--- src/rtl/truth_table_sequencer_if.sv ---
// Handshake and gate-side signal bundle for truth_table_sequencer.
// The master modport is the sequencer; the slave side holds start/abort and the gate output.
interface truth_table_sequencer_if #(
  parameter int IN_W = 2
);
  logic            start;
  logic            abort;
  logic            dut_out;
  logic [IN_W-1:0] dut_in;
  logic            busy;
  logic            sample_valid;
  logic            done;
  logic            pass;
  logic [IN_W:0]   err_cnt;
  logic [IN_W-1:0] fail_idx;

  modport master (
    input  start, abort, dut_out,
    output dut_in, busy, sample_valid, done, pass, err_cnt, fail_idx
  );

  modport slave (
    output start, abort, dut_out,
    input  dut_in, busy, sample_valid, done, pass, err_cnt, fail_idx
  );
endinterface

--- src/rtl/truth_table_sequencer.sv ---
// Walks a combinational gate through every input vector, waits a settle time per vector
// and compares the sampled output against an expected truth table.
module truth_table_sequencer #(
  parameter int                   IN_W   = 2,
  parameter int                   SETTLE = 1,
  parameter logic [(1<<IN_W)-1:0] EXPECT = 4'b0110
) (
  input logic                     clk,
  input logic                     rst_n,
  truth_table_sequencer_if.master bus
);

  typedef enum logic [1:0] {S_IDLE, S_SETTLE, S_CHECK, S_DONE} state_t;

  localparam int              NVEC     = 1 << IN_W;
  localparam logic [IN_W-1:0] LAST_VEC = IN_W'(NVEC - 1);
  localparam logic [IN_W-1:0] VEC_ONE  = IN_W'(1);
  localparam logic [IN_W:0]   ERR_ONE  = (IN_W + 1)'(1);
  localparam logic [3:0]      CNT_LOAD = (SETTLE > 0) ? 4'(SETTLE - 1) : 4'd0;
  localparam state_t          FIRST_ST = (SETTLE > 0) ? S_SETTLE : S_CHECK;

  state_t          state, next_state;
  logic [3:0]      cnt_q, cnt_d;
  logic [IN_W-1:0] vec_q, vec_d;
  logic [IN_W:0]   err_q, err_d;
  logic [IN_W-1:0] fail_q, fail_d;
  logic            pass_q, pass_d;
  logic            busy_c, valid_c, done_c;
  logic            mismatch;

  assign mismatch = (bus.dut_out != EXPECT[vec_q]);

  always_ff @(posedge clk) begin
    if (!rst_n) begin
      state  <= S_IDLE;
      cnt_q  <= '0;
      vec_q  <= '0;
      err_q  <= '0;
      fail_q <= '0;
      pass_q <= 1'b0;
    end else begin
      state  <= next_state;
      cnt_q  <= cnt_d;
      vec_q  <= vec_d;
      err_q  <= err_d;
      fail_q <= fail_d;
      pass_q <= pass_d;
    end
  end

  // abort beats everything except reset; a CHECK cut short by abort leaves err_cnt untouched
  always_comb begin
    next_state = state;
    cnt_d      = cnt_q;
    vec_d      = vec_q;
    err_d      = err_q;
    fail_d     = fail_q;
    pass_d     = pass_q;
    busy_c     = 1'b0;
    valid_c    = 1'b0;
    done_c     = 1'b0;

    case (state)
      S_IDLE: begin
        if (bus.start && !bus.abort) begin
          err_d      = '0;
          fail_d     = '0;
          pass_d     = 1'b0;
          vec_d      = '0;
          cnt_d      = CNT_LOAD;
          next_state = FIRST_ST;
        end
      end

      S_SETTLE: begin
        busy_c = 1'b1;
        if (bus.abort) begin
          vec_d      = '0;
          pass_d     = 1'b0;
          next_state = S_IDLE;
        end else if (cnt_q == 4'd0) begin
          next_state = S_CHECK;
        end else begin
          cnt_d = cnt_q - 4'd1;
        end
      end

      S_CHECK: begin
        busy_c  = 1'b1;
        valid_c = 1'b1;
        if (bus.abort) begin
          vec_d      = '0;
          pass_d     = 1'b0;
          next_state = S_IDLE;
        end else begin
          if (mismatch) begin
            err_d = err_q + ERR_ONE;
            if (err_q == '0) fail_d = vec_q;
          end
          if (vec_q == LAST_VEC) begin
            pass_d     = (err_q == '0) && !mismatch;
            next_state = S_DONE;
          end else begin
            vec_d      = vec_q + VEC_ONE;
            cnt_d      = CNT_LOAD;
            next_state = FIRST_ST;
          end
        end
      end

      S_DONE: begin
        busy_c     = 1'b1;
        done_c     = !bus.abort;
        vec_d      = '0;
        next_state = S_IDLE;
        if (bus.abort) pass_d = 1'b0;
      end

      default: next_state = S_IDLE;
    endcase
  end

  assign bus.dut_in       = vec_q;
  assign bus.busy         = busy_c;
  assign bus.sample_valid = valid_c;
  assign bus.done         = done_c;
  assign bus.pass         = pass_q;
  assign bus.err_cnt      = err_q;
  assign bus.fail_idx     = fail_q;

endmodule

--- src/flat_wrapper.sv ---
// flat-port wrapper written by rule: the top's interface ports become plain ports
module truth_table_sequencer_flat 
#(
  parameter int                   IN_W   = 2,
  parameter int                   SETTLE = 1,
  parameter logic [(1<<IN_W)-1:0] EXPECT = 4'b0110
)
  (clk, rst_n, bus_start, bus_abort, bus_dut_out, bus_dut_in, bus_busy, bus_sample_valid, bus_done, bus_pass, bus_err_cnt, bus_fail_idx);
  truth_table_sequencer_if #(.IN_W(IN_W)) bus_i ();
  input logic clk;
  input logic rst_n;
  input wire logic [$bits(bus_i.start)-1:0] bus_start;
  input wire logic [$bits(bus_i.abort)-1:0] bus_abort;
  input wire logic [$bits(bus_i.dut_out)-1:0] bus_dut_out;
  output wire logic [$bits(bus_i.dut_in)-1:0] bus_dut_in;
  output wire logic [$bits(bus_i.busy)-1:0] bus_busy;
  output wire logic [$bits(bus_i.sample_valid)-1:0] bus_sample_valid;
  output wire logic [$bits(bus_i.done)-1:0] bus_done;
  output wire logic [$bits(bus_i.pass)-1:0] bus_pass;
  output wire logic [$bits(bus_i.err_cnt)-1:0] bus_err_cnt;
  output wire logic [$bits(bus_i.fail_idx)-1:0] bus_fail_idx;
  assign bus_i.start = bus_start;
  assign bus_i.abort = bus_abort;
  assign bus_i.dut_out = bus_dut_out;
  assign bus_dut_in = bus_i.dut_in;
  assign bus_busy = bus_i.busy;
  assign bus_sample_valid = bus_i.sample_valid;
  assign bus_done = bus_i.done;
  assign bus_pass = bus_i.pass;
  assign bus_err_cnt = bus_i.err_cnt;
  assign bus_fail_idx = bus_i.fail_idx;
  truth_table_sequencer #(.IN_W(IN_W), .SETTLE(SETTLE), .EXPECT(EXPECT)) u_core (.clk(clk), .rst_n(rst_n), .bus(bus_i));
endmodule
--- config.mk ---
export PLATFORM = sky130hd
export DESIGN_NAME = truth_table_sequencer_flat
export DESIGN_NICKNAME = d
export VERILOG_FILES = /design/src/rtl/truth_table_sequencer_if.sv /design/src/rtl/truth_table_sequencer.sv /design/src/flat_wrapper.sv
export SDC_FILE = /design/constraint.sdc
export NUM_CORES = 1
export LEC_CHECK = 0
export CORE_MARGIN = 4
export CORE_UTILIZATION = 56
export CTS_BUF_LIST = sky130_fd_sc_hd__clkbuf_2
export DETAILED_ROUTE_END_ITERATION = 16
export GPL_ROUTABILITY_DRIVEN = 0
export PLACE_DENSITY = 0.86
export SLEW_MARGIN = 30
export SYNTH_ARGS = -nofsm -noshare
export SYNTH_HDL_FRONTEND = slang
export SYNTH_SLANG_ARGS = --single-unit
--- constraint.sdc ---
create_clock -name clk -period 3.3 [get_ports clk]
set_clock_uncertainty 0.15 [all_clocks]
set_input_delay 0.825 -clock clk [delete_from_list [all_inputs] [get_ports clk]]
set_output_delay 0.825 -clock clk [all_outputs]
set_load 0.005 [all_outputs]
==> key figures <==
Setup path
  • Crit. End Element: output port
  • Most used cell along the critical path: clkdlybuf4s50_1
  • WS Path Type: input port to output port
  • CP Launch Type: input port
  • Slowest CP cell: clkdlybuf4s50_1
  • CP Max Fanout: 2
  • CP Data Arrival Time: around 2000 ps
  • Crit path cell chain: clkdlybuf4s50_1 > inv_1 > and3_1 > clkdlybuf4s50_1
  • Req. time, crit path: ~2300 ps
  • Largest stage delay, worst path: ~490 ps

Synthesis
  • Mapped Cells: 95
  • Post-Syn Area: about 800 sq um
  • Avg Cell Area, Syn: approximately 8.4 sq um
  • Library cells used by synthesis: 38
  • #FFs+latches synth: 14
  • Asr flop ratio synth: 0
  • Post-synthesis sequential area ratio: 0.3505
  • Primary FF master, synth: dfxtp_1
  • Yosys warnings: 0
  • Syn nets: 105
  • Post-synth EDFFs: 0

Global route
  • Largest net degree at the start of global routing: 21
  • Global-route wire length before repair: 2973 um
  • Initial antenna violation count: 0
  • GRT Residual Overflow: 0
  • Vias in the first global route: between 600 and 700
  • Total GRT Usage: 0.1963

Cells and area
  • Area of the multi-input gates: 467.9 sq um
  • Final instance area: slightly below 1000 sq um
  • Nets: roughly 120
  • Layout cell share with drive strength beyond 1: 0.07143
  • P&R area growth vs syn: 22.69%
  • Diode count: 0
  • Fillers: between 100 and 150
  • Finished Core Util: 0.7445
  • Storage cell area: around 280 sq um

Power and ir drop
  • Overall power: between 0.0002 and 0.0003 W
  • Pwr dens: roughly 300 nW/um^2
  • LEAKAGE: ~0.38 nW
  • Peak supply drop: 0.2080 mV

STA
  • Crit share post-route: 0.8905
  • Achievable Freq: around 340 MHz
  • Slew @ Worst Pin: 396.2 ps
  • Hold Vio Cnt, Final: 0
  • Slew Limit Headroom: 0.7340
  • Final Setup Violations: 0
  • Setup TNS: 0 ps
  • Min Tclk post-route: between 2000 and 3000 ps
  • Max-slew violation count: 0
  • RSZ-0062 raised after global routing: no

Floorplanning
  • # rows: 13
  • DIE HEIGHT: 45.79 um
  • Initial Utilization: 0.6068
  • Core ar.: ~1300 sq um
  • I/O pins: 16
  • Chip Width: between 40 and 50 um
  • Die area: between 2000 and 2500 sq um

Clock tree
  • Total CTS buffers: 3
  • Clock Sinks: 14
  • CTS root buf: clkbuf_2
  • Clock Latency Late Sink: around 280 ps
  • CTS tree: built
  • CTS max path bufs: 2
  • Number of setup buffers added after CTS: 0
  • Hold buffers post-CTS: 0
  • CTS H-tree depth: 1
  • Clock-pin slew on the worst setup and hold paths: 130 ps
  • # resized after CTS: 0

Placed design
  • Dpl cell area: between 900 and 1000 sq um
  • PortBufs: 15
  • DP HPWL: 1273 um

Routing
  • Wire per inst: 13.55 um
  • Number of vias per cell: ~5.7
  • Initial DRC Count: 15
  • 1st-pass router iterations: 4
  • DR vias: ~720
  • Routed Antenna Nets: 0
  • DRC errors left: 0
  • Total wire length: 1721 um

Min path
  • Min-delay worst type: flop to flop

Job
  • Maxcap violations: 0

Status
  • Outcome: completed
[worst max-delay path: cells and delay by family]
kind / cells / cell delay, ps
buf+inv: 3 / 990
simple gates: 1 / 150
[synth_stat cells, types with 2 or more instances]
library cell / n / area [sq um]
nor4_1: 2 / 12.51
o21ai_0: 3 / 15.01
o22ai_1: 2 / 12.51
buf_2: 2 / 10.01
ha_1: 5 / 62.56
nor2_1: 3 / 11.26
mux2i_1: 4 / 40.04
a21oi_1: 6 / 30.03
dfxtp_1: 14 / 280.3
nor3b_1: 3 / 22.52
o21ai_1: 2 / 10.01
inv_1: 8 / 30.03
nand4_1: 2 / 12.51
nand3_1: 3 / 15.01
nand2b_1: 2 / 12.51
nand2_1: 12 / 45.04
[flip-flops by register name, indices dropped and copies added (netlist names)]
register	cells
u_core.state	2
u_core.bus.dut_in	2
u_core.cnt_q	4
u_core.bus.err_cnt	3
u_core.bus.pass	1
u_core.bus.fail_idx	2
[layout by cell type (no fill, tap or decap), types with 2 or more instances in the layout]
master	n
ha_1	5
nor4_1	2
clkdlybuf4s50_1	15
nor2_1	3
nand3_1	3
mux2i_1	4
clkbuf_2	3
nand4_1	2
o21ai_1	2
nand2b_1	2
buf_4	2
o21ai_0	3
nand2_1	12
nor3b_1	3
a21oi_1	6
o22ai_1	2
inv_1	8
dfxtp_1	14
[final cells by class]
type                            count  area share
Inverter                            8     0.03061
Timing Repair Buffer               17      0.1684
Clock buffer                        3     0.01531
Sequential cell                    14      0.2857
Clock inverter                      1    0.003827
Multi-Input combinational cell     69      0.4770
Tap cell                           15     0.01913
[report_power, final]
group	switching, W	internal, W	leakage [nW]	total (W)
combinational	0.0000209	0.0000188	0.252	0.0000398
sequential	0.00000212	0.000171	0.113	0.000173
clock	0.0000553	0.0000263	0.0140	0.0000816
[layer usage]
metal | global-route usage | routed length, um | up-vias
met2 | 0.2981 | 810 | 15
met3 | 0.03557 | 66 | 5
met5 | 0 | 0 | -
met4 | 0.08523 | 29 | 0
li1 | - | - | 372
met1 | 0.2699 | 814 | 332
[cells by family (layout without fill, tap and decap cells)]
group,Yosys count,count (layout),synth area share
compound gates,23,23,0.2035
buf+inv,12,29,0.06416
fa+ha+maj,5,5,0.07825
mux,4,4,0.05008
xor+xnor,1,1,0.01096
flops,14,14,0.3505
simple gates,36,36,0.2426
[stage by stage]
step	hold slack (ps)	setup WS [ps]	std cells
after floorplan	293.4	1086	95
after detailed placement	319.0	363.7	123
after global placement	296.6	370.7	123
after global routing	358.9	313.6	127
final	334.4	361.3	127
after CTS	338.4	357.5	127
[path summary, 6_finish.rpt]
path | start | depth (start not counted) | slack (ps) | to
worst max-delay path | bus_abort | 4 | 360 | bus_done
worst min-delay path | u_core.bus.fail_idx[0]$_SDFFE_PN0P_ | 2 | 330 | u_core.bus.fail_idx[0]$_SDFFE_PN0P_
worst max register to register | u_core.bus.dut_in[0]$_SDFFE_PN0P_ | 5 | 1380 | u_core.bus.err_cnt[2]$_SDFFE_PN0P_
worst min register to register | u_core.bus.fail_idx[0]$_SDFFE_PN0P_ | 2 | 330 | u_core.bus.fail_idx[0]$_SDFFE_PN0P_
Note: power is estimated with default switching activity, not from simulation.
